File: src/rtl/load_store_unit_pkg.sv
// rtl/load_store_unit_pkg.sv - shared widths, state encodings and alignment mask for the LSU
package load_store_unit_pkg;

  localparam int LSU_DATA_W = 16;
  localparam int LSU_ADDR_W = 9;

  // 16-bit words on a byte-addressed bus: bit 0 set means misaligned
  localparam int LSU_ALIGN_MASK = 1;

  typedef enum logic [1:0] {
    LSU_IDLE  = 2'd0,
    LSU_READ  = 2'd1,
    LSU_WRITE = 2'd2,
    LSU_RESP  = 2'd3
  } lsu_state_e;

endpackage

File: src/rtl/load_store_unit.sv
// rtl/load_store_unit.sv - single-outstanding load/store initiator in front of data_memory
module load_store_unit
  import load_store_unit_pkg::*;
#(
  parameter int DATA_W      = LSU_DATA_W,
  parameter int ADDR_W      = LSU_ADDR_W,
  parameter int RD_LAT      = 0,
  parameter int ALIGN_CHECK = 1
) (
  input  logic              clk,
  input  logic              rst,
  input  logic              req_valid,
  output logic              req_ready,
  input  logic              req_we,
  input  logic [ADDR_W-1:0] req_addr,
  input  logic [DATA_W-1:0] req_wdata,
  output logic              rsp_valid,
  input  logic              rsp_ready,
  output logic [DATA_W-1:0] rsp_rdata,
  output logic              rsp_err,
  output logic              mem_read,
  output logic              mem_write,
  output logic [ADDR_W-1:0] mem_addr,
  output logic [DATA_W-1:0] mem_wdata,
  input  logic [DATA_W-1:0] mem_rdata,
  output logic              busy
);

  // mem_read stays up for RD_LAT+1 cycles; the counter runs 0..RD_LAT
  localparam logic [3:0] LAT_LAST = 4'(RD_LAT);

  lsu_state_e        r_state;
  lsu_state_e        w_state_nxt;
  logic [3:0]        r_lat_cnt;
  logic [3:0]        w_lat_cnt_nxt;
  logic              r_mem_read;
  logic              w_mem_read_nxt;
  logic              r_mem_write;
  logic              w_mem_write_nxt;
  logic [ADDR_W-1:0] r_mem_addr;
  logic [ADDR_W-1:0] w_mem_addr_nxt;
  logic [DATA_W-1:0] r_mem_wdata;
  logic [DATA_W-1:0] w_mem_wdata_nxt;
  logic              r_rsp_valid;
  logic              w_rsp_valid_nxt;
  logic [DATA_W-1:0] r_rsp_rdata;
  logic [DATA_W-1:0] w_rsp_rdata_nxt;
  logic              r_rsp_err;
  logic              w_rsp_err_nxt;
  logic              w_misaligned;

  assign w_misaligned = (ALIGN_CHECK != 0) &&
                        ((req_addr & ADDR_W'(LSU_ALIGN_MASK)) != '0);

  // State register plus every registered output; async reset drops any in-flight strobe at once
  always_ff @(posedge clk or posedge rst) begin
    if (rst) begin
      r_state     <= LSU_IDLE;
      r_lat_cnt   <= '0;
      r_mem_read  <= 1'b0;
      r_mem_write <= 1'b0;
      r_mem_addr  <= '0;
      r_mem_wdata <= '0;
      r_rsp_valid <= 1'b0;
      r_rsp_rdata <= '0;
      r_rsp_err   <= 1'b0;
    end else begin
      r_state     <= w_state_nxt;
      r_lat_cnt   <= w_lat_cnt_nxt;
      r_mem_read  <= w_mem_read_nxt;
      r_mem_write <= w_mem_write_nxt;
      r_mem_addr  <= w_mem_addr_nxt;
      r_mem_wdata <= w_mem_wdata_nxt;
      r_rsp_valid <= w_rsp_valid_nxt;
      r_rsp_rdata <= w_rsp_rdata_nxt;
      r_rsp_err   <= w_rsp_err_nxt;
    end
  end

  // Next state and next register values; strobes default low so each is a deliberate pulse
  always_comb begin
    w_state_nxt     = r_state;
    w_lat_cnt_nxt   = r_lat_cnt;
    w_mem_read_nxt  = 1'b0;
    w_mem_write_nxt = 1'b0;
    w_mem_addr_nxt  = r_mem_addr;
    w_mem_wdata_nxt = r_mem_wdata;
    w_rsp_valid_nxt = r_rsp_valid;
    w_rsp_rdata_nxt = r_rsp_rdata;
    w_rsp_err_nxt   = r_rsp_err;

    case (r_state)
      LSU_IDLE: begin
        if (req_valid) begin
          w_mem_addr_nxt  = req_addr;
          w_mem_wdata_nxt = req_wdata;
          if (w_misaligned) begin
            // Fault straight to the response; memory never sees this access
            w_state_nxt     = LSU_RESP;
            w_rsp_valid_nxt = 1'b1;
            w_rsp_err_nxt   = 1'b1;
            w_rsp_rdata_nxt = '0;
          end else if (req_we) begin
            w_state_nxt     = LSU_WRITE;
            w_mem_write_nxt = 1'b1;
          end else begin
            w_state_nxt    = LSU_READ;
            w_mem_read_nxt = 1'b1;
            w_lat_cnt_nxt  = '0;
          end
        end
      end

      LSU_WRITE: begin
        w_state_nxt     = LSU_RESP;
        w_rsp_valid_nxt = 1'b1;
        w_rsp_err_nxt   = 1'b0;
        w_rsp_rdata_nxt = '0;
      end

      LSU_READ: begin
        if (r_lat_cnt == LAT_LAST) begin
          w_state_nxt     = LSU_RESP;
          w_rsp_valid_nxt = 1'b1;
          w_rsp_err_nxt   = 1'b0;
          w_rsp_rdata_nxt = mem_rdata;
        end else begin
          w_mem_read_nxt = 1'b1;
          w_lat_cnt_nxt  = r_lat_cnt + 4'd1;
        end
      end

      LSU_RESP: begin
        if (rsp_ready) begin
          w_state_nxt     = LSU_IDLE;
          w_rsp_valid_nxt = 1'b0;
          w_rsp_err_nxt   = 1'b0;
          w_rsp_rdata_nxt = '0;
        end
      end

      default: w_state_nxt = LSU_IDLE;
    endcase
  end

  assign req_ready = (r_state == LSU_IDLE);
  assign busy      = (r_state != LSU_IDLE);
  assign mem_read  = r_mem_read;
  assign mem_write = r_mem_write;
  assign mem_addr  = r_mem_addr;
  assign mem_wdata = r_mem_wdata;
  assign rsp_valid = r_rsp_valid;
  assign rsp_rdata = r_rsp_rdata;
  assign rsp_err   = r_rsp_err;

endmodule

File: config.mk
export PLATFORM = sky130hd
export DESIGN_NAME = load_store_unit
export DESIGN_NICKNAME = d
export VERILOG_FILES = /design/src/rtl/load_store_unit_pkg.sv /design/src/rtl/load_store_unit.sv
export SDC_FILE = /design/constraint.sdc
export NUM_CORES = 1
export LEC_CHECK = 0
export ABC_AREA = 1
export BUFFER_PORTS_ARGS = -buffer_cell sky130_fd_sc_hd__buf_2
export CAP_MARGIN = 30
export CELL_PAD_IN_SITES_DETAIL_PLACEMENT = 1
export CELL_PAD_IN_SITES_GLOBAL_PLACEMENT = 1
export CORE_MARGIN = 10
export CORE_UTILIZATION = 34
export DETAILED_ROUTE_END_ITERATION = 10
export PLACE_DENSITY = 0.84
export SYNTH_ARGS = -nofsm -noshare
export SYNTH_HDL_FRONTEND = slang
export SYNTH_SLANG_ARGS = --single-unit
File: constraint.sdc
create_clock -name clk -period 2.2 [get_ports clk]
set_clock_uncertainty 0.15 [all_clocks]
set_input_delay 0.33 -clock clk [delete_from_list [all_inputs] [get_ports clk]]
set_output_delay 0.33 -clock clk [all_outputs]
set_load 0.1 [all_outputs]
==> summary.md <==
| Metric | Value |
|---|---|
| 1st-iter DRT viols | 51 |
| Hold Path Depth | 2 |
| Die height | 104 µm |
| Commonest register cell after synthesis | dfrtp_1 |
| Num rows | 30 |
| Synth top area cells | dfrtp_1 (53%), nand2_1 (22%), nand4_1 (5.2%), ha_1 (3.1%), inv_1 (3.1%) |
| Beginning of the critical path | r_state[0] |
| Hold slack | 0.0602 ns |
| Diode count | 0 |
| Final Wtd Congestion | 0.748 |
| Synth Register Bits | 51 |
| Met1 Resource Use GR | 14.2% |
| GRT Residual Overflow | 0 |
| Reg2reg path depth | 7 |
| Final Cycle Share | 91.5% |
| Drt wl/cell | 14.3 µm |
| Overall Global Routing Usage | 12.5% |
| Critical Path RT | 1.72 ns |
| Slew Viols, Final | 0 |
| Largest net degree at the start of global routing | 52 |
| Worst slew pin tran | 0.508 ns |
| Worst EP arrival | 1.53 ns |
| Cts repair resizes | 0 |
| Longest Clk Path Bufs | 2 |
| Port Buffer Count | 92 |
| Clock-pin slew on the worst setup and hold paths | 0.09 ns |
| WS Path Type | reg2out |
| Vias per cell | 4.52 |
| Crit. End Element | output pin |
| First-pass DRT Iterations | 4 |
| NumNets Final | 428 |
| Final Hold Vio Count | 0 |
| Setup crit end | req_ready |
| Initial antenna violation count | 0 |
| Residual DRC count | 0 |
| Count leader, synth | nand2_1 |
| Synthesis Warnings | 0 |
| Worst slew margin | 66.3% |
| Reg area | 1280 µm² |
| Seq/Total Area, Yosys | 53.4% |
| TritonCTS Buffers | 5 |
| Critical R2R Capture | rsp_rdata[15] |
| Layout fillers | 909 |
| CP Max Fanout | 8 |
| Ys async rst share | 100% |
| Die area | 10800 µm² |
| Via count | 2138 |
| Post-synth top area share | 53.4% |
| H-tree depth | 2 |
| Vias in the first global route | 2345 |
| Area delta synth->final | 26.3% |
| Worst Hold Class | in2reg |
| Synth Instances | 287 |
| GR Layer Usage met2 | 21.9% |
| Number of synthesized flops with an enable pin | 0 |
| Worst r2r src | r_lat_cnt[0] |
| # setup viols final | 0 |
| R2r setup slk | 0.31 ns |
| Clock period minus worst slack | 2.01 ns |
| Most Used Layer, Global Route | met2 |
| CTS root buffer | clkbuf_8 |
| DRT Wirelength | 6760 µm |
| Post-synthesis net count | 339 |
| Startpoint Class | flop |
| Synthesized area per cell | 8.33 µm² |
| Yosys top cell by area | dfrtp_1 |
| Area of the multi-input gates | 890 µm² |
| RSZ-0062 raised after global routing | false |
| Synth cell count leaders | nand2_1 (141), dfrtp_1 (51), inv_1 (20), nand4_1 (20), clkinv_1 (7) |
| Core Region | 6830 µm² |
| Fmax | 0.497 GHz |
| Dpl hpwl | 5230 µm |
| Die width | 104 µm |
| Worst-Skew Late Latency | 0.30 ns |
| Clk sinks | 51 |
| IO Pins | 93 |
| Initial Util | 35.0% |
| Share of cells above drive strength 1 | 31.6% |
| Met3 usage | 3.47% |
| Setup TNS | 0 ns |
| Status | completed |
| First-pass GRT wire length | 11400 µm |
| TritonCTS clock tree | done |
| Cell Area, Synth | 2390 µm² |
| ANT nets after route | 0 |
| Cell variety after synth | 22 |
| MaxCap Viol Count | 0 |
==> routing by layer <==
metal,part of all wire [%],vias to the layer above
met5,0,-
met4,1.3,0
met3,4.8,5
met2,50,55
met1,43,1021
li1,-,1057
==> repair_timing <==
action | 4_1_cts | 5_1_grt
endpoints found under the hold margin | 51 | 0
setup endpoints to repair | 0 | 0
hold buffers | 1 | 0
buffers inserted | 0 | 0
==> worst min-delay path by stage <==
stage                     slack [ns]    startpoint             to
after floorplan                 0.25   req_addr[0]      mem_write
after global placement          0.25           rst    mem_addr[6]
after detailed placement        0.26           rst  mem_wdata[10]
after CTS                       0.06   req_addr[0]      mem_write
after global routing            0.06  req_wdata[1]   mem_wdata[1]
final                           0.06   req_addr[0]      mem_write
==> worst max-delay path: stages, from the launching register on <==
cell	delay, ns
dfrtp_1	0.42
inv_1	0.13
ha_4	0.23
buf_2	0.45
==> cell type report <==
| cell class | instances | area share (%) |
|---|---|---|
| inverter | 31 | 4.14 |
| multi-input combinational | 191 | 29.5 |
| tap | 96 | 3.98 |
| sequential | 51 | 42.3 |
| timing repair buffer | 96 | 16.7 |
| clock inverter | 1 | 0.249 |
| clock buffer | 7 | 3.19 |
==> cell families after synthesis <==
logic type	Yosys count	synth area share (%)
compound gates	9	1.94
fa+ha+maj	6	3.14
buf+inv	45	9.94
flops	51	53.4
simple gates	176	31.6
==> placed cells by master, fill, tap and decap left out, types with 3 or more instances in the layout <==
master	instances
clkbuf_8	7
o21ai_1	6
dfrtp_1	51
inv_1	18
nand2_2	6
nand2_1	141
ha_1	5
inv_2	3
buf_2	92
clkinv_1	7
nand3_1	4
nand4_1	20
==> registers in the layout, summed over array words and instances, names as in the netlist <==
register,flops
mem_wdata,16
mem_read,1
mem_write,1
r_state,2
rsp_rdata,16
rsp_err,1
rsp_valid,1
r_lat_cnt,4
mem_addr,9
==> per-stage QoR <==
stage | cells | cell area [µm²] | util, % | worst slack (ns)
final | 473 | 3020 | 44.2 | 0.188
after global routing | 473 | 3020 | 44.2 | 0.0989
after CTS | 473 | 3020 | 44.2 | 0.170
after detailed placement | 464 | 2910 | 42.5 | 0.319
after global placement | 464 | 2910 | 42.5 | 0.402
after floorplan | 287 | 2410 | - | 0.0519
Power is left out: the tool's default activity adds up to more than one toggle a clock period on the data nets, which glitch-free logic cannot reach.
